## config.mk

```make
export PLATFORM = sky130hd
export DESIGN_NAME = seg_scan_capture
export DESIGN_NICKNAME = d
export VERILOG_FILES = /design/src/rtl/seg_pkg.sv /design/src/rtl/seg7_to_hex.sv /design/src/rtl/seg_scan_capture.sv
export SDC_FILE = /design/constraint.sdc
export NUM_CORES = 1
export LEC_CHECK = 0
export ABC_AREA = 1
export CAP_MARGIN = 20
export CORE_ASPECT_RATIO = 2
export CORE_MARGIN = 4
export CORE_UTILIZATION = 54
export DETAILED_ROUTE_END_ITERATION = 10
export PLACE_DENSITY = 0.76
export SYNTH_ARGS = -nofsm -noshare
export SYNTH_HDL_FRONTEND = slang
export SYNTH_SLANG_ARGS = --single-unit
```

## constraint.sdc

```tcl
create_clock -name clk -period 2.6 [get_ports clk]
set_clock_uncertainty 0.15 [all_clocks]
set_input_delay 0.52 -clock clk [delete_from_list [all_inputs] [get_ports clk]]
set_output_delay 0.52 -clock clk [all_outputs]
set_load 0.005 [all_outputs]
```

## src/rtl/seg_pkg.sv

```systemverilog
// Shared constants for seven-segment capture/check logic: legal hex patterns,
// blank pattern, digit count, capture FSM states and anode strobe helpers.
// Latency: n/a (package). Backpressure: n/a.
//
// Segment bit order is {g,f,e,d,c,b,a}, active-low (0 = segment lit).
package seg_pkg;

  localparam int NUM_DIGITS = 4;

  // Active-low patterns for hex digits 0..F.
  localparam logic [6:0] SEG_0 = 7'h40;
  localparam logic [6:0] SEG_1 = 7'h79;
  localparam logic [6:0] SEG_2 = 7'h24;
  localparam logic [6:0] SEG_3 = 7'h30;
  localparam logic [6:0] SEG_4 = 7'h19;
  localparam logic [6:0] SEG_5 = 7'h12;
  localparam logic [6:0] SEG_6 = 7'h02;
  localparam logic [6:0] SEG_7 = 7'h78;
  localparam logic [6:0] SEG_8 = 7'h00;
  localparam logic [6:0] SEG_9 = 7'h10;
  localparam logic [6:0] SEG_A = 7'h08;
  localparam logic [6:0] SEG_B = 7'h03;
  localparam logic [6:0] SEG_C = 7'h46;
  localparam logic [6:0] SEG_D = 7'h21;
  localparam logic [6:0] SEG_E = 7'h06;
  localparam logic [6:0] SEG_F = 7'h0E;

  // All segments dark.
  localparam logic [6:0] SEG_BLANK = 7'h7F;

  // SEEK   : waiting for a single anode to be strobed
  // SETTLE : counting identical samples of the current strobe
  // HOLD   : digit already taken for this strobe period, wait for a change
  typedef enum logic [1:0] {
    SEEK   = 2'd0,
    SETTLE = 2'd1,
    HOLD   = 2'd2
  } state_t;

  // A strobe is legal when exactly one active-low anode is asserted.
  function automatic logic strobe_legal(input logic [NUM_DIGITS-1:0] an);
    logic [NUM_DIGITS-1:0] sel;
    sel = ~an;
    return (sel != '0) && ((sel & (sel - 1'b1)) == '0);
  endfunction

endpackage

```

## src/rtl/seg7_to_hex.sv

```systemverilog
// Combinational seven-segment (active-low) to hex nibble lookup.
// Latency: 0 cycles (pure combinational). Backpressure: none.
//
// Ports:
//   i_seg : segment pattern {g,f,e,d,c,b,a}, active-low
//   o_nib : decoded nibble, 0 when the pattern is not a legal hex glyph
//   o_err : 1 when i_seg is not one of the 16 legal hex glyphs (blank included)
module seg7_to_hex
  import seg_pkg::*;
(
  input  logic [6:0] i_seg,
  output logic [3:0] o_nib,
  output logic       o_err
);

  always_comb begin
    o_nib = 4'h0;
    o_err = 1'b0;
    case (i_seg)
      SEG_0:   o_nib = 4'h0;
      SEG_1:   o_nib = 4'h1;
      SEG_2:   o_nib = 4'h2;
      SEG_3:   o_nib = 4'h3;
      SEG_4:   o_nib = 4'h4;
      SEG_5:   o_nib = 4'h5;
      SEG_6:   o_nib = 4'h6;
      SEG_7:   o_nib = 4'h7;
      SEG_8:   o_nib = 4'h8;
      SEG_9:   o_nib = 4'h9;
      SEG_A:   o_nib = 4'hA;
      SEG_B:   o_nib = 4'hB;
      SEG_C:   o_nib = 4'hC;
      SEG_D:   o_nib = 4'hD;
      SEG_E:   o_nib = 4'hE;
      SEG_F:   o_nib = 4'hF;
      default: o_err = 1'b1;
    endcase
  end

endmodule

```

## src/rtl/seg_scan_capture.sv

```systemverilog
// Reconstructs the 4 hex digits shown on a multiplexed active-low 7-seg bus.
// Latency: 1 input register cycle, then STABLE_CYCLES identical samples per digit.
// Backpressure: out_valid/out_ready; a frame completing while out_valid is held
//   without out_ready replaces the pending frame and sets sticky overrun.
//
// Ports:
//   clk, rst    : clock and synchronous active-high reset
//   seg         : segment bus {g,f,e,d,c,b,a}, active-low
//   an          : anode strobes, active-low, an[i]=0 selects digit i
//   out_ready   : consumer accepts the frame when high together with out_valid
//   out_valid   : frame available
//   out_digits  : {d3,d2,d1,d0}
//   out_err     : per-digit illegal-pattern flags
//   overrun     : sticky, a completed frame overwrote an unaccepted one
module seg_scan_capture
  import seg_pkg::*;
#(
  parameter int STABLE_CYCLES = 4,
  parameter int CNT_W         = 8
) (
  input  logic        clk,
  input  logic        rst,
  input  logic [6:0]  seg,
  input  logic [3:0]  an,
  input  logic        out_ready,
  output logic        out_valid,
  output logic [15:0] out_digits,
  output logic [3:0]  out_err,
  output logic        overrun
);

  localparam logic [CNT_W-1:0] STABLE_CNT = CNT_W'(STABLE_CYCLES);
  localparam logic [CNT_W-1:0] CNT_MAX    = '1;
  localparam logic [CNT_W-1:0] CNT_ONE    = CNT_W'(1);

  // Registered copy of the display bus; everything downstream uses this.
  logic [6:0]            r_seg;
  logic [3:0]            r_an;

  // Reference sample currently being qualified / held.
  logic [6:0]            r_ref_seg;
  logic [3:0]            r_ref_an;
  logic [CNT_W-1:0]      r_cnt;
  state_t                r_state;

  // Shadow frame being assembled and the mask of digits captured so far.
  logic [NUM_DIGITS-1:0] r_captured;
  logic [15:0]           r_shadow_dig;
  logic [3:0]            r_shadow_err;

  logic                  w_legal;
  logic                  w_match;
  logic [3:0]            w_sel;
  logic [3:0]            w_dec_nib;
  logic                  w_dec_err;
  logic [CNT_W-1:0]      w_cnt_inc;
  logic                  w_start;
  logic                  w_capture;
  logic [NUM_DIGITS-1:0] w_captured_nxt;
  logic                  w_frame_done;
  logic [15:0]           w_shadow_dig_nxt;
  logic [3:0]            w_shadow_err_nxt;

  seg7_to_hex u_dec (
    .i_seg (r_seg),
    .o_nib (w_dec_nib),
    .o_err (w_dec_err)
  );

  assign w_legal   = strobe_legal(r_an);
  assign w_match   = (r_an == r_ref_an) && (r_seg == r_ref_seg);
  // With a legal strobe the inverted anodes are one-hot: the digit slot.
  assign w_sel     = ~r_an;
  assign w_cnt_inc = (r_cnt == CNT_MAX) ? r_cnt : r_cnt + CNT_ONE;

  // A new reference is latched from SEEK, or reloaded in SETTLE when the
  // strobe changed to another legal value before qualifying.
  assign w_start = w_legal &&
                   ((r_state == SEEK) || ((r_state == SETTLE) && !w_match));

  // The reference is always a legal strobe, so w_match implies w_legal.
  // A freshly latched reference already counts as one sample, which only
  // qualifies on its own when a single sample is enough.
  assign w_capture = (w_start && (STABLE_CYCLES == 1)) ||
                     ((r_state == SETTLE) && w_match && (w_cnt_inc >= STABLE_CNT));

  always_comb begin
    w_shadow_dig_nxt = r_shadow_dig;
    w_shadow_err_nxt = r_shadow_err;
    for (int i = 0; i < NUM_DIGITS; i++) begin
      if (w_capture && w_sel[i]) begin
        w_shadow_dig_nxt[i*4 +: 4] = w_dec_nib;
        w_shadow_err_nxt[i]        = w_dec_err;
      end
    end
  end

  assign w_captured_nxt = r_captured | (w_capture ? w_sel : 4'b0000);
  assign w_frame_done   = (w_captured_nxt == 4'hF);

  // Input register and capture FSM.
  always_ff @(posedge clk) begin
    if (rst) begin
      r_seg     <= SEG_BLANK;
      r_an      <= 4'hF;
      r_ref_seg <= SEG_BLANK;
      r_ref_an  <= 4'hF;
      r_cnt     <= '0;
      r_state   <= SEEK;
    end else begin
      r_seg <= seg;
      r_an  <= an;
      case (r_state)
        SEEK: begin
          if (w_legal) begin
            r_ref_seg <= r_seg;
            r_ref_an  <= r_an;
            r_cnt     <= CNT_ONE;
            r_state   <= w_capture ? HOLD : SETTLE;
          end
        end
        SETTLE: begin
          if (!w_legal) begin
            r_cnt   <= '0;
            r_state <= SEEK;
          end else if (w_match) begin
            r_cnt <= w_cnt_inc;
            if (w_capture) begin
              r_state <= HOLD;
            end
          end else begin
            r_ref_seg <= r_seg;
            r_ref_an  <= r_an;
            r_cnt     <= CNT_ONE;
            if (w_capture) begin
              r_state <= HOLD;
            end
          end
        end
        HOLD: begin
          // Any change ends the strobe period; the changed sample itself is
          // not used, SEEK picks up the bus again on the next sample.
          if (!w_match) begin
            r_cnt   <= '0;
            r_state <= SEEK;
          end
        end
        default: begin
          r_cnt   <= '0;
          r_state <= SEEK;
        end
      endcase
    end
  end

  // Shadow frame assembly and output handshake.
  always_ff @(posedge clk) begin
    if (rst) begin
      r_captured   <= '0;
      r_shadow_dig <= '0;
      r_shadow_err <= '0;
      out_valid    <= 1'b0;
      out_digits   <= '0;
      out_err      <= '0;
      overrun      <= 1'b0;
    end else begin
      r_shadow_dig <= w_shadow_dig_nxt;
      r_shadow_err <= w_shadow_err_nxt;
      r_captured   <= w_frame_done ? 4'h0 : w_captured_nxt;

      if (w_frame_done) begin
        // The newest frame always wins; dropping an unaccepted one is flagged.
        out_digits <= w_shadow_dig_nxt;
        out_err    <= w_shadow_err_nxt;
        out_valid  <= 1'b1;
        if (out_valid && !out_ready) begin
          overrun <= 1'b1;
        end
      end else if (out_valid && out_ready) begin
        out_valid <= 1'b0;
      end
    end
  end

endmodule

```

==> impl_metrics.csv <==
group,metric,value,unit
power,peakVddDrop,0.464,mV
synth,synth.mux.area_fraction,0,
setup_path,worstPathMaxFanout,10,
run_status,status,"complete, no violations",
placed_design,port_buffers,35,
sta,fin_crit_sh,0.933,
synth,syn_area,3530,um^2
setup_path,rr_startpoint,"r_cnt[0]",
synth,synth-simple-area-share,0.273,
grt,grt_max_degree,23,
clock_tree,cts_buffer_depth,2,
drt,avgRoutedWirePerCell,12.5,um
synth,synth_xor_area_frac,0.0199,
clock_tree,clk_pin_slew,0.06,ns
clock_tree,tritoncts,"done",
setup_path,startpoint_type,"register",
setup_path,critPathCaptureType,"register",
floorplanning,rows,41,
sta,max_freq,0.412,GHz
floorplanning,dieArea,7960,um^2
floorplanning,die_w,65.1,um
placed_design,place.gp.congestion,0.905,
sta,tightest_slew,0.798,ns
clock_tree,hold_buffers,0,
sta,setup_violations,0,
drt,wirelength,7.66,mm
floorplanning,coreArea,6310,um^2
synth,syn_inst,473,
synth,synth-edff-count,0,
clock_tree,worstSkewPairLatency,0.34,ns
sta,fin_tns_setup,0,ns
min_path,hold_class,"reg2reg",
grt,grt_pass1_vias,2956,
finish,nets,536,
setup_path,r2r_slack,0.17,ns
floorplanning,die_h,122,um
flow_run,drv_cap,0,
synth,synthFlopType,"dfxtp_1",
synth,synth_top_family_by_area,"simple AND/OR/NAND/NOR gates",
synth,synth_top_area_share,0.443,
synth,yosysTopAreaCell,"dfxtp_1",
synth,yosys-top-cells-area,"dfxtp_1, nand2_1, inv_1",
floorplanning,start_util,0.559,
clock_tree,clkSinkCount,78,
sta,relSlewSlack,0.463,
synth,synth_nets,488,
placed_design,dp_hpwl,5.61,mm
finish,drive_gt1_frac,0.143,
setup_path,arrival,2.50,ns
synth,yosysWarnings,0,
synth,synthAdderAreaFrac,0.00355,
finish,antennaDiodeCount,0,
min_path,whs_path_depth,2,
synth,synth_cell_types,34,
min_path,hp-start,"overrun",
drt,drc,0,
drt,vias_per_cell,5.01,
drt,ant_nets,0,
finish,area_growth,24.4,%
setup_path,r2r_end,"out_digits[11]",
clock_tree,root_buffer,"clkbuf_16",
min_path,whs_endpoint,"overrun",
power,leakage,2.10,nW
synth,synth-seq-cells,78,
setup_path,ff2ff_path_depth,13,
drt,vias,3069,
grt,grt_pass1_wl,12.6,mm
synth,async_flop_share,0,
grt,antenna_found_initial,0,
placed_design,postPlaceCellArea,4010,um^2
synth,synth-seq-area-share,0.443,
setup_path,critPathKind,"reg2reg",
finish,fin_area,4390,um^2
power,p_per_area,641,nW/um^2
floorplanning,ios,36,
grt,grt_use_total,0.205,
clock_tree,numCtsBuffers,9,
synth,synth-compound-area-share,0.142,
sta,slew_viol_final,0,
synth,avgSynthCellArea,7.45,um^2
clock_tree,htreeDepth,3,
grt,gr-total-overflow,0,
sta,hold_viol,0,
setup_path,required,2.67,ns
sta,period_needed,2.43,ns
drt,first_pass_iters,5,
drt,dr.first_iter.drc_count,167,
finish,nFillCells,556,
-- power breakdown --
group / internal [mW] / switching (mW) / leakage, nW
logic: 0.0996 / 0.139 / 1.30
clock network: 0.844 / 0.465 / 0.162
registers: 1.23 / 0.0313 / 0.635
-- synth_stat cells (6+ instances only) --
cell      count
a21oi_1      17
nand4_1       6
inv_1        87
nand2_1      88
o21ai_0       7
clkbuf_1      6
nand3_1      27
nor2_1       59
dfxtp_1      78
o211ai_1     21
or2_2        12
a21oi_2      17
-- critical path, stage by stage, from the launching register on --
cell	delay, ns
dfxtp_2	0.36
ha_1	0.19
nand2_2	0.09
nor2_4	0.12
nand2_4	0.10
a21oi_2	0.17
nor2_1	0.07
nand3_2	0.16
nand3_4	0.15
nand2_1	0.10
nand2_2	0.09
o21ai_4	0.29
clkbuf_16	0.22
a21oi_2	0.05
-- worst max-delay path by stage --
stage | slack [ns] | end | start
floorplan | 0.37 | out_digits[7] | r_cnt[0]
detailed placement | 0.15 | out_digits[4] | r_cnt[0]
CTS | 0.13 | out_digits[4] | r_cnt[0]
finish | 0.17 | out_digits[11] | r_cnt[0]
global placement | 0.22 | out_digits[5] | r_cnt[0]
global route | -0.01 | out_digits[11] | r_seg[3]
-- area by class of cell --
type	instances	area, um^2	share of cell area
Sequential cell	78	1560	0.356
Tap cell	86	108	0.0245
Multi-Input combinational cell	293	1560	0.355
Timing Repair Buffer	49	502	0.114
Inverter	90	338	0.0770
Clock buffer	13	280	0.0639
Clock inverter	3	40.0	0.00913
-- metrics by stage --
stage / instances / hold slack, ns / util / power, mW / setup slack, ns
after detailed placement: 593 / 0.296 / 0.636 / 1.52 / 0.146
final: 612 / 0.306 / 0.695 / 2.81 / 0.174
after global placement: 593 / 0.291 / 0.636 / 1.51 / 0.221
after floorplan: 473 / 0.281 / - / 1.45 / 0.373
after CTS: 609 / 0.306 / 0.686 / 2.82 / 0.128
after global routing: 612 / 0.333 / 0.695 / 2.91 / -0.0116
-- cell usage in the layout, fill, tap and decap left out, types with 3 or more instances in the layout --
| master | n |
|---|---|
| o21ai_0 | 7 |
| a21oi_1 | 17 |
| clkbuf_8 | 4 |
| buf_4 | 10 |
| nand3_1 | 27 |
| nor3_1 | 5 |
| nand2_2 | 4 |
| a211oi_1 | 5 |
| a21oi_2 | 17 |
| xor2_1 | 3 |
| dfxtp_1 | 77 |
| nor2_1 | 59 |
| clkdlybuf4s50_1 | 35 |
| inv_1 | 87 |
| nor2_4 | 3 |
| nand2_1 | 88 |
| clkbuf_16 | 10 |
| xnor2_1 | 5 |
| o211ai_1 | 21 |
| nand4_1 | 6 |
| nand3_2 | 4 |
| or2_2 | 12 |
-- sequential cells by signal, summed over array words and instances (netlist names), 7 cells and up --
signal / flops
out_digits: 16
r_cnt: 8
r_ref_seg: 7
r_seg: 7
r_shadow_dig: 16
-- layer usage --
metal  share of wire  global-route usage  vias to the layer above
li1                -                   -                     1585
met1            0.40               0.213                     1403
met2            0.53               0.365                       56
met3           0.033              0.0458                       25
met4           0.040               0.129                        0
met5               0                   0                        -
-- kinds of logic after synthesis --
| logic type | after synthesis |
|---|---|
| AOI/OAI and AO/OA | 71 |
| xor gates and xnor gates | 8 |
| adders and majority gates | 1 |
| buffers and inverters | 102 |
| DFF | 78 |
| and+or+nand+nor | 213 |
-- what timing repair did --
action	in CTS	in global routing
setup endpoints to repair	0	20
buffers inserted	0	1
gates resized for setup	0	3
endpoints found under the hold margin	0	0
No activity file was read; power rests on OpenSTA's default activity.
